File: src/rtl/ram_arbiter.sv
// ram_arbiter: shares one asynchronous 32-bit SRAM between instruction fetch and data access.
// Build option: define SRAM_WAIT_STATE_EN for one extra read cycle and a two-cycle write pulse.

module ram_arbiter #(
  parameter int ADDR_W = 20
) (
  input  logic              clk,
  input  logic              rst,
  input  logic              if_ce_i,
  input  logic [31:0]       if_addr_i,
  output logic [31:0]       if_data_o,
  input  logic              mem_ce_i,
  input  logic              mem_we_i,
  input  logic [31:0]       mem_addr_i,
  input  logic [3:0]        mem_sel_i,
  input  logic [31:0]       mem_data_i,
  output logic [31:0]       mem_data_o,
  output logic              stall_o,
  output logic [ADDR_W-1:0] sram_addr_o,
  output logic [3:0]        sram_be_n_o,
  output logic              sram_ce_n_o,
  output logic              sram_oe_n_o,
  output logic              sram_we_n_o,
  output logic [31:0]       sram_dout_o,
  output logic              sram_dout_en_o,
  input  logic [31:0]       sram_din_i
);

  typedef enum logic [2:0] {
    S_IDLE = 3'd0,
    S_RD1  = 3'd1,
    S_RD2  = 3'd2,
    S_WR1  = 3'd3,
    S_WR2  = 3'd4,
    S_WR3  = 3'd5,
    S_RDW  = 3'd6,
    S_WRW  = 3'd7
  } state_t;

  state_t            r_state;
  logic              r_owner_mem;
  logic              r_mem_served;
  logic              r_if_served;
  logic [31:0]       r_if_data;
  logic [31:0]       r_mem_data;
  logic [ADDR_W-1:0] r_sram_addr;
  logic [3:0]        r_sram_be_n;
  logic              r_sram_ce_n;
  logic              r_sram_oe_n;
  logic              r_sram_we_n;
  logic [31:0]       r_sram_dout;
  logic              r_sram_dout_en;

  logic w_mem_pend;
  logic w_if_pend;
  logic w_stall;
  logic w_rd_last;
  logic w_wr_last;
  logic w_unused;

  assign w_mem_pend = mem_ce_i & ~r_mem_served;
  assign w_if_pend  = if_ce_i & ~r_if_served;
  assign w_stall    = w_mem_pend | w_if_pend;

  // The last read cycle captures data; the last write-pulse cycle releases we_n.
`ifdef SRAM_WAIT_STATE_EN
  assign w_rd_last = (r_state == S_RDW);
  assign w_wr_last = (r_state == S_WRW);
`else
  assign w_rd_last = (r_state == S_RD1);
  assign w_wr_last = (r_state == S_WR2);
`endif

  assign w_unused = ^{mem_addr_i[31:ADDR_W+2], mem_addr_i[1:0],
                      if_addr_i[31:ADDR_W+2], if_addr_i[1:0]};

  // Access sequencer: state, served flags, captured data and all SRAM strobes.
  always_ff @(posedge clk) begin
    if (rst) begin
      r_state        <= S_IDLE;
      r_owner_mem    <= 1'b0;
      r_mem_served   <= 1'b0;
      r_if_served    <= 1'b0;
      r_if_data      <= 32'h0000_0000;
      r_mem_data     <= 32'h0000_0000;
      r_sram_addr    <= {ADDR_W{1'b0}};
      r_sram_be_n    <= 4'hF;
      r_sram_ce_n    <= 1'b1;
      r_sram_oe_n    <= 1'b1;
      r_sram_we_n    <= 1'b1;
      r_sram_dout    <= 32'h0000_0000;
      r_sram_dout_en <= 1'b0;
    end else begin
      // Pipeline advances: both requests retire together. A completing access below overrides.
      if (!w_stall) begin
        r_mem_served <= 1'b0;
        r_if_served  <= 1'b0;
      end
      case (r_state)
        S_IDLE: begin
          if (w_mem_pend && mem_we_i) begin
            r_state        <= S_WR1;
            r_owner_mem    <= 1'b1;
            r_sram_addr    <= mem_addr_i[ADDR_W+1:2];
            r_sram_dout    <= mem_data_i;
            r_sram_be_n    <= ~mem_sel_i;
            r_sram_dout_en <= 1'b1;
            r_sram_ce_n    <= 1'b0;
            r_sram_oe_n    <= 1'b1;
            r_sram_we_n    <= 1'b1;
          end else if (w_mem_pend) begin
            // Loads read the full word; the pipeline picks its lanes from mem_data_o.
            r_state     <= S_RD1;
            r_owner_mem <= 1'b1;
            r_sram_addr <= mem_addr_i[ADDR_W+1:2];
            r_sram_be_n <= 4'b0000;
            r_sram_ce_n <= 1'b0;
            r_sram_oe_n <= 1'b0;
            r_sram_we_n <= 1'b1;
          end else if (w_if_pend) begin
            r_state     <= S_RD1;
            r_owner_mem <= 1'b0;
            r_sram_addr <= if_addr_i[ADDR_W+1:2];
            r_sram_be_n <= 4'b0000;
            r_sram_ce_n <= 1'b0;
            r_sram_oe_n <= 1'b0;
            r_sram_we_n <= 1'b1;
          end else begin
            r_state <= S_IDLE;
          end
        end
        S_RD1, S_RDW: begin
          if (w_rd_last) begin
            r_state     <= S_RD2;
            r_sram_ce_n <= 1'b1;
            r_sram_oe_n <= 1'b1;
            r_sram_be_n <= 4'hF;
            if (r_owner_mem) begin
              r_mem_data   <= sram_din_i;
              r_mem_served <= 1'b1;
            end else begin
              r_if_data   <= sram_din_i;
              r_if_served <= 1'b1;
            end
          end else begin
            r_state <= S_RDW;
          end
        end
        S_RD2: begin
          r_state <= S_IDLE;
        end
        S_WR1: begin
          r_state     <= S_WR2;
          r_sram_we_n <= 1'b0;
        end
        S_WR2, S_WRW: begin
          if (w_wr_last) begin
            r_state      <= S_WR3;
            r_sram_we_n  <= 1'b1;
            r_mem_served <= 1'b1;
          end else begin
            r_state <= S_WRW;
          end
        end
        S_WR3: begin
          r_state        <= S_IDLE;
          r_sram_ce_n    <= 1'b1;
          r_sram_oe_n    <= 1'b1;
          r_sram_we_n    <= 1'b1;
          r_sram_be_n    <= 4'hF;
          r_sram_dout_en <= 1'b0;
        end
        default: begin
          r_state        <= S_IDLE;
          r_sram_ce_n    <= 1'b1;
          r_sram_oe_n    <= 1'b1;
          r_sram_we_n    <= 1'b1;
          r_sram_be_n    <= 4'hF;
          r_sram_dout_en <= 1'b0;
        end
      endcase
    end
  end

  assign stall_o        = w_stall;
  assign if_data_o      = r_if_data;
  assign mem_data_o     = r_mem_data;
  assign sram_addr_o    = r_sram_addr;
  assign sram_be_n_o    = r_sram_be_n;
  assign sram_ce_n_o    = r_sram_ce_n;
  assign sram_oe_n_o    = r_sram_oe_n;
  assign sram_we_n_o    = r_sram_we_n;
  assign sram_dout_o    = r_sram_dout;
  assign sram_dout_en_o = r_sram_dout_en;

endmodule
File: config.mk
export PLATFORM = sky130hd
export DESIGN_NAME = ram_arbiter
export DESIGN_NICKNAME = d
export VERILOG_FILES = /design/src/rtl/ram_arbiter.sv
export SDC_FILE = /design/constraint.sdc
export NUM_CORES = 1
export LEC_CHECK = 0
export BUFFER_PORTS_ARGS = -buffer_cell sky130_fd_sc_hd__buf_2
export CORE_MARGIN = 4
export CORE_UTILIZATION = 38
export CTS_CLUSTER_DIAMETER = 100
export CTS_CLUSTER_SIZE = 20
export DETAILED_ROUTE_END_ITERATION = 8
export GPL_TIMING_DRIVEN = 0
export HOLD_SLACK_MARGIN = 0.12
export PLACE_DENSITY = 0.65
export SETUP_SLACK_MARGIN = 0.2
export SLEW_MARGIN = 5
export SYNTH_ARGS = -nofsm -noshare
export SYNTH_HDL_FRONTEND = slang
export SYNTH_SLANG_ARGS = --single-unit
File: constraint.sdc
create_clock -name clk -period 1.55 [get_ports clk]
set_input_delay 0.0775 -clock clk [delete_from_list [all_inputs] [get_ports clk]]
set_output_delay 0.0775 -clock clk [all_outputs]
set_load 0.03 [all_outputs]
==> results of run 1 <==
## final cells by class
type	count	area (sq um)
clock buffers	24	502
multi-input cells	399	2850
repair buffers	373	2670
clock inverters	8	124
flip-flops and latches	130	2610
fillers	837	3240
plain buffers	46	457
inverters	3	11.3
well taps	172	215
## final timing paths
check / from / end / slack [ns]
setup / recovery: r_state[0]$_SDFF_PP0_ / sram_dout_o[24]$_SDFFE_PP0P_ / 0.01
hold reg to reg: sram_dout_o[5]$_SDFFE_PP0P_ / sram_dout_o[5]$_SDFFE_PP0P_ / 0.45
setup reg to reg: r_state[0]$_SDFF_PP0_ / sram_dout_o[24]$_SDFFE_PP0P_ / 0.01
hold / removal: if_ce_i / r_mem_served$_SDFF_PP0_ / 0.23
## registers in the layout (all words and copies together), names as in the netlist, named ones only
register	cells
r_mem_served	1
sram_dout_o	32
r_owner_mem	1
mem_data_o	32
sram_be_n_o	4
r_state	2
r_if_served	1
sram_oe_n_o	1
sram_addr_o	20
sram_dout_en_o	1
if_data_o	32
sram_ce_n_o	1
sram_we_n_o	1
## tightest hold or removal path, cell delays in order
cell     delay, ns
buf_2         0.10
nor2b_4       0.14
a32oi_1       0.19
a21oi_2       0.08
## logic make-up (layout without fill, tap and decap cells)
group / count (synthesis) / in the layout
mux: 21 / 21
buf+inv: 49 / 454
simple gates: 243 / 243
flops: 130 / 130
compound gates: 134 / 134
xor+xnor: 1 / 1
## stage by stage
step           setup TNS, ns  cells
2_1_floorplan              0    578
3_3_place_gp          -0.531    986
3_5_place_dp           -1.67    986
4_1_cts                    0   1139
5_1_grt               -0.449   1155
6_report                   0   1155
## metal layers
metal  GRT usage [%]  up-vias  routed length [um]
met5               0        -                   0
met4            11.6        0                 710
met3            7.71       68                1600
met2            39.8      273               10400
met1            26.1     2747                7790
li1                -     2704                   -
## where the power goes
| group | internal (mW) | switching, mW | total [mW] |
|---|---|---|---|
| Clock | 2.74 | 1.43 | 4.17 |
| Combinational | 1.28 | 1.75 | 3.03 |
| Sequential | 3.63 | 0.189 | 3.82 |
## cell usage in the layout (no fill, tap or decap), drive strengths merged
cell type and n:
and2 1, clkbuf 44, nor2b 2, nand2 204, nand3 4, o21ai 3
and2b 1, o211ai 4, a211oi 20, clkinv 3, o21a 1, dlygate4sd3 109
mux2i 21, clkinvlp 2, a21o 1, nor3b 1, bufinv 3, a32oi 1
a21oi 104, buf 290, nor2 25, nor3 1, or3 1, dfxtp 130
and3 1, xnor2 1, inv 3, nand2b 2
## timing repair
action,CTS,global route
gates resized for setup,49,244
pin swaps,9,86
setup endpoints to repair,114,125
hold endpoints to repair,121,0
buffers inserted,8,7
hold buffers,109,0
gates cloned,4,9
==> impl_metrics.py, run 1 <==
metrics = {
    "detailed_routing": {
        "ant_nets": 0,
        "first_pass_iters": 4,
        "wl_mm": 20.5,
        "drt_drc_violations_left": 0,
        "dr.first_iter.drc_count": 317,
        "vias": 5792,
        "drt-wirelength-per-cell_um": 17.8,
        "avgViaCountPerCell": 5.01,
    },
    "yosys": {
        "ys_types": 31,
        "syn_inst": 578,
        "synth_ff_type": "dfxtp_1",
        "synth_mux_area_share_pct": 4.24,
        "synthSimpleGateAreaFrac_pct": 19.5,
        "synth_compound_area_share_pct": 16.8,
        "synth.top_cell.area_share_pct": 52.6,
        "synth_edf_count": 0,
        "yosys-top-cells-count": "nand2_1, dfxtp_1, a21oi_1, nor2_1, a21oi_2",
        "synth.area.top_cells": "dfxtp_1, nand2_1, a21oi_1",
        "yosysTopAreaCell": "dfxtp_1",
        "avgSynthCellArea_sq_um": 8.57,
        "seq_area_frac_synth_pct": 52.6,
        "async_flop_share_pct": 0,
        "yosysMostFrequentCell": "nand2_1",
        "synth_nets": 715,
        "synth_top_family_by_area": "simple AND/OR/NAND/NOR gates",
        "synth_xor_area_share_pct": 0.177,
        "synth_fa_ha_area_share_pct": 0,
        "yosys_register_bits": 130,
        "synthesis.area_sq_mm": 0.00495,
        "yosys_warnings": 0,
    },
    "floorplanning": {
        "coreArea_sq_mm": 0.0127,
        "design.portCount": 262,
        "die_w_um": 122,
        "num_rows": 41,
        "die_h_um": 122,
        "start_util_pct": 39.1,
        "die_area_sq_mm": 0.0149,
    },
    "timing": {
        "setup_viol": 0,
        "tightest_slew_ns": 0.793,
        "holdWs_ns": 0.226,
        "rsz0062_at_grt": "yes",
        "min_period_over_period_pct": 99.3,
        "fin_ws_ns": 0.0103,
        "maxSlewHeadroom_pct": 47.2,
        "post-route-min-period_ns": 1.54,
        "slew_violations": 0,
        "fmax_mhz": 649,
        "clock_skew_ns": 0.00804,
        "timing_hold_violations_final": 0,
    },
    "worst_setup_path": {
        "cp-start-kind": "flop",
        "cp_slowest_cell": "dfxtp_2",
        "endpoint_kind": "flop",
        "cp.depth": 7,
        "path_buf_inv": 3,
        "cp.required_ns": 1.88,
        "critical_path.max_fanout": 5,
        "cp_slowest_stage_delay_ns": 0.31,
        "rr_worst_depth": 7,
        "criticalPathCategory": "flop to flop",
        "critPathArrivalTime_ns": 1.87,
        "crit_family": "simple AND/OR/NAND/NOR gates",
        "crit_path_cell_trace": "buf_6, nor3_4, and3_4, buf_12, clkbuf_16, nand2_4, a21oi_2",
    },
    "global_routing": {
        "grt_pass1_vias": 5606,
        "antenna_found_initial": 0,
        "grt_max_degree": 17,
        "grt_pass1_wl_mm": 27.4,
        "grt-ovfl-total": 0,
        "track_usage_pct": 23.3,
    },
    "clock_network": {
        "cts_tree": "built",
        "cts.sinks": 130,
        "htree_levels": 4,
        "cts_buffers": 17,
        "clk_latency_ns": 0.41,
        "cts_buffer_depth": 2,
        "clk_pin_slew_ns": 0.06,
        "cts-root-buf": "clkbuf_16",
    },
    "power": {
        "powerDensity_mw_per_mm2": 1170,
        "finalPower_mw": 11.0,
        "ir_drop_mv": 0.609,
        "p_leak_nw": 4.26,
    },
    "cells_and_area": {
        "fin_util_pct": 74.4,
        "areaGrowthSynthToFinish_pct": 90.4,
        "nNetsFinal": 1107,
        "antennaDiodeCount": 0,
        "drive_above_1_share_pct": 54.0,
        "final_area_sq_mm": 0.00943,
    },
    "worst_hold_path": {
        "whs_path_depth": 4,
        "hold_path_class": "primary input to flop",
    },
    "run": {
        "maxCapViolCount": 0,
    },
    "placement": {
        "placed_cell_area_sq_mm": 0.00635,
        "finalWeightedCongestion": 0.788,
        "hpwl_mm": 11.6,
        "place_ws_ns": -0.0837,
        "io_buffer_count": 236,
    },
    "outcome": {
        "outcome": "completed",
    },
}
Power figures use the tool's default switching activity.
==> run 2, diff against run 1 <==
--- a/config.mk
+++ b/config.mk
@@ -6,14 +6,14 @@
 export NUM_CORES = 1
 export LEC_CHECK = 0
 export BUFFER_PORTS_ARGS = -buffer_cell sky130_fd_sc_hd__buf_2
-export CORE_MARGIN = 4
+export CORE_MARGIN = 8
 export CORE_UTILIZATION = 38
 export CTS_CLUSTER_DIAMETER = 100
 export CTS_CLUSTER_SIZE = 20
 export DETAILED_ROUTE_END_ITERATION = 8
 export GPL_TIMING_DRIVEN = 0
 export HOLD_SLACK_MARGIN = 0.12
-export PLACE_DENSITY = 0.65
+export PLACE_DENSITY = 0.67
 export SETUP_SLACK_MARGIN = 0.2
 export SLEW_MARGIN = 5
 export SYNTH_ARGS = -nofsm -noshare
==> impl_metrics.py, run 2 (same netlist as run 1, synthesis figures left out) <==
metrics = {
    "cells_and_area": {
        "drive_above_1_share_pct": 47.3,
        "nNetsFinal": 1109,
        "antennaDiodeCount": 0,
        "mostFrequentLayoutCells": "buf_2, nand2_1, dfxtp_1",
        "areaGrowthSynthToFinish_pct": 82.1,
        "mostFrequentLayoutCell": "buf_2",
        "final_area_sq_mm": 0.00902,
    },
    "power": {
        "clockPowerShare_pct": 34.9,
        "pwr-share-seq_pct": 37.3,
        "swShare_pct": 31.7,
        "ir_drop_mv": 0.776,
        "p_comb_share_pct": 27.7,
        "powerDensity_mw_per_mm2": 1120,
        "intPower_mw": 6.90,
        "p_switching_mw": 3.21,
        "p_leak_nw": 4.14,
    },
    "timing": {
        "fin_ws_ns": 0.00834,
        "maxSlewHeadroom_pct": 45.4,
        "tightest_slew_ns": 0.819,
        "clock_skew_ns": 0.00706,
        "timing_hold_violations_final": 0,
        "min_period_over_period_pct": 99.5,
        "setup_viol": 0,
        "rsz0062_at_grt": "yes",
        "slew_violations": 0,
        "post-route-min-period_ns": 1.54,
        "fmax_mhz": 649,
        "tns_ns": 0,
    },
    "clock_network": {
        "clk_pin_slew_ns": 0.06,
        "cts_tree": "built",
        "cts-root-buf": "clkbuf_16",
        "cts_buffer_depth": 2,
        "cts_buffers": 17,
        "cts.sinks": 130,
        "clk_latency_ns": 0.41,
        "htree_levels": 4,
    },
    "detailed_routing": {
        "ant_nets": 0,
        "dr.first_iter.drc_count": 239,
        "avgViaCountPerCell": 4.84,
        "wl_mm": 21.0,
        "vias": 5590,
        "first_pass_iters": 6,
        "drt-wirelength-per-cell_um": 18.2,
        "drt_drc_violations_left": 0,
    },
    "global_routing": {
        "grt_max_degree": 17,
        "grt_pass1_wl_mm": 29.1,
        "busiest_layer": "met2",
        "grt-ovfl-total": 0,
        "grtUsageMet2_pct": 38.8,
        "use_met3_pct": 7.71,
        "grt_pass1_vias": 5531,
        "track_usage_pct": 22.3,
        "antenna_found_initial": 0,
        "grtUsageMet1_pct": 24.0,
    },
    "worst_hold_path": {
        "hold_path_class": "primary input to flop",
    },
    "worst_setup_path": {
        "path_buf_inv": 4,
        "regToRegSetupSlack_ns": 0.008,
        "endpoint_kind": "flop",
        "crit_family": "buffers and inverters",
        "cp_slowest_cell": "dfxtp_2",
        "criticalPathCategory": "flop to flop",
        "cp_slowest_stage_delay_ns": 0.32,
        "path_common_cell": "buf_12",
        "critPathArrivalTime_ns": 1.87,
        "cp-start-kind": "flop",
        "cp.required_ns": 1.88,
        "crit_path_cell_trace": "buf_6, nor3_4, and3_4, buf_8, buf_12, buf_12, nand2_4, a21oi_2",
        "critical_path.max_fanout": 5,
    },
    "floorplanning": {
        "die_h_um": 130,
        "design.portCount": 262,
        "coreArea_sq_mm": 0.0127,
        "start_util_pct": 39.1,
        "die_w_um": 130,
        "num_rows": 41,
        "die_area_sq_mm": 0.0169,
    },
    "placement": {
        "io_buffer_count": 236,
        "finalWeightedCongestion": 0.795,
        "hpwl_mm": 12.3,
        "placed_cell_area_sq_mm": 0.00635,
        "place_ws_ns": -0.201,
    },
    "outcome": {
        "outcome": "completed",
    },
    "run": {
        "maxCapViolCount": 0,
    },
}
==> run 2: changes by cell type in the layout (fill, tap and decap cells not counted), moves of 10 or more <==
cell and delta:
nor2_4 -10, nand2_2 -12, a211oi_2 -14, a21oi_1 +13, a211oi_1 +14, nand2_1 +17, a21oi_2 -14, nor2_1 +12
==> run 2: what timing repair did <==
item                                   4_1_cts  5_1_grt
resized for setup                           54      157
pin swaps                                   17       75
setup endpoints to repair                  119      125
endpoints found under the hold margin      121        0
setup buffers                               15        7
hold buffers                               109        0
gates cloned                                 6        2
==> run 2: tightest hold or removal path, delay by kind of cell <==
kind / cells / cell delay, ns
AO/OA/AOI/OAI: 2 / 0.23
buffers and inverters: 1 / 0.10
AND/OR/NAND/NOR: 1 / 0.14
==> run 2: area by class of cell <==
type,instances,area (sq um)
clock inverter,6,32.5
tap,172,215
inverter,3,11.3
timing repair buffer,375,2650
clock buffer,25,475
buffer,46,463
multi-input combinational,399,2560
sequential,130,2610
fill,906,3650
==> run 2: final timing paths <==
path                                                from                           to  depth (start not counted)
worst max-delay path               r_state[0]$_SDFF_PP0_  sram_dout_o[8]$_SDFFE_PP0P_                          8
worst min-delay path                             if_ce_i      r_mem_served$_SDFF_PP0_                          4
worst max register to register     r_state[0]$_SDFF_PP0_  sram_dout_o[8]$_SDFFE_PP0P_                          8
worst min register to register  sram_ce_n_o$_SDFFE_PP1P_     sram_ce_n_o$_SDFFE_PP1P_                          2
==> run 2: metal layers <==
layer,vias to the layer above,wire length [um]
li1,2705,-
met1,2575,8010
met2,259,10600
met3,51,1750
met4,0,649
met5,-,0
==> run 2: metrics by stage <==
stage | util [%] | instances | total power [mW] | hold slack [ns]
after global placement | 50.1 | 986 | 5.83 | 0.300
final | 71.2 | 1156 | 10.1 | 0.182
after CTS | 65.8 | 1147 | 9.79 | 0.205
after floorplan | - | 578 | 5.17 | 0.209
after global routing | 71.2 | 1156 | 10.5 | 0.226
after detailed placement | 50.1 | 986 | 5.85 | 0.306
==> run 2: power groups by stage <==
stage	combinational [mW]	sequential, mW	clock (mW)
2_1_floorplan	0.819	4.35	0
3_3_place_gp	2.02	3.82	0
3_5_place_dp	2.02	3.83	0
4_1_cts	2.49	3.76	3.54
5_1_grt	2.99	3.81	3.70
6_report	2.80	3.78	3.53
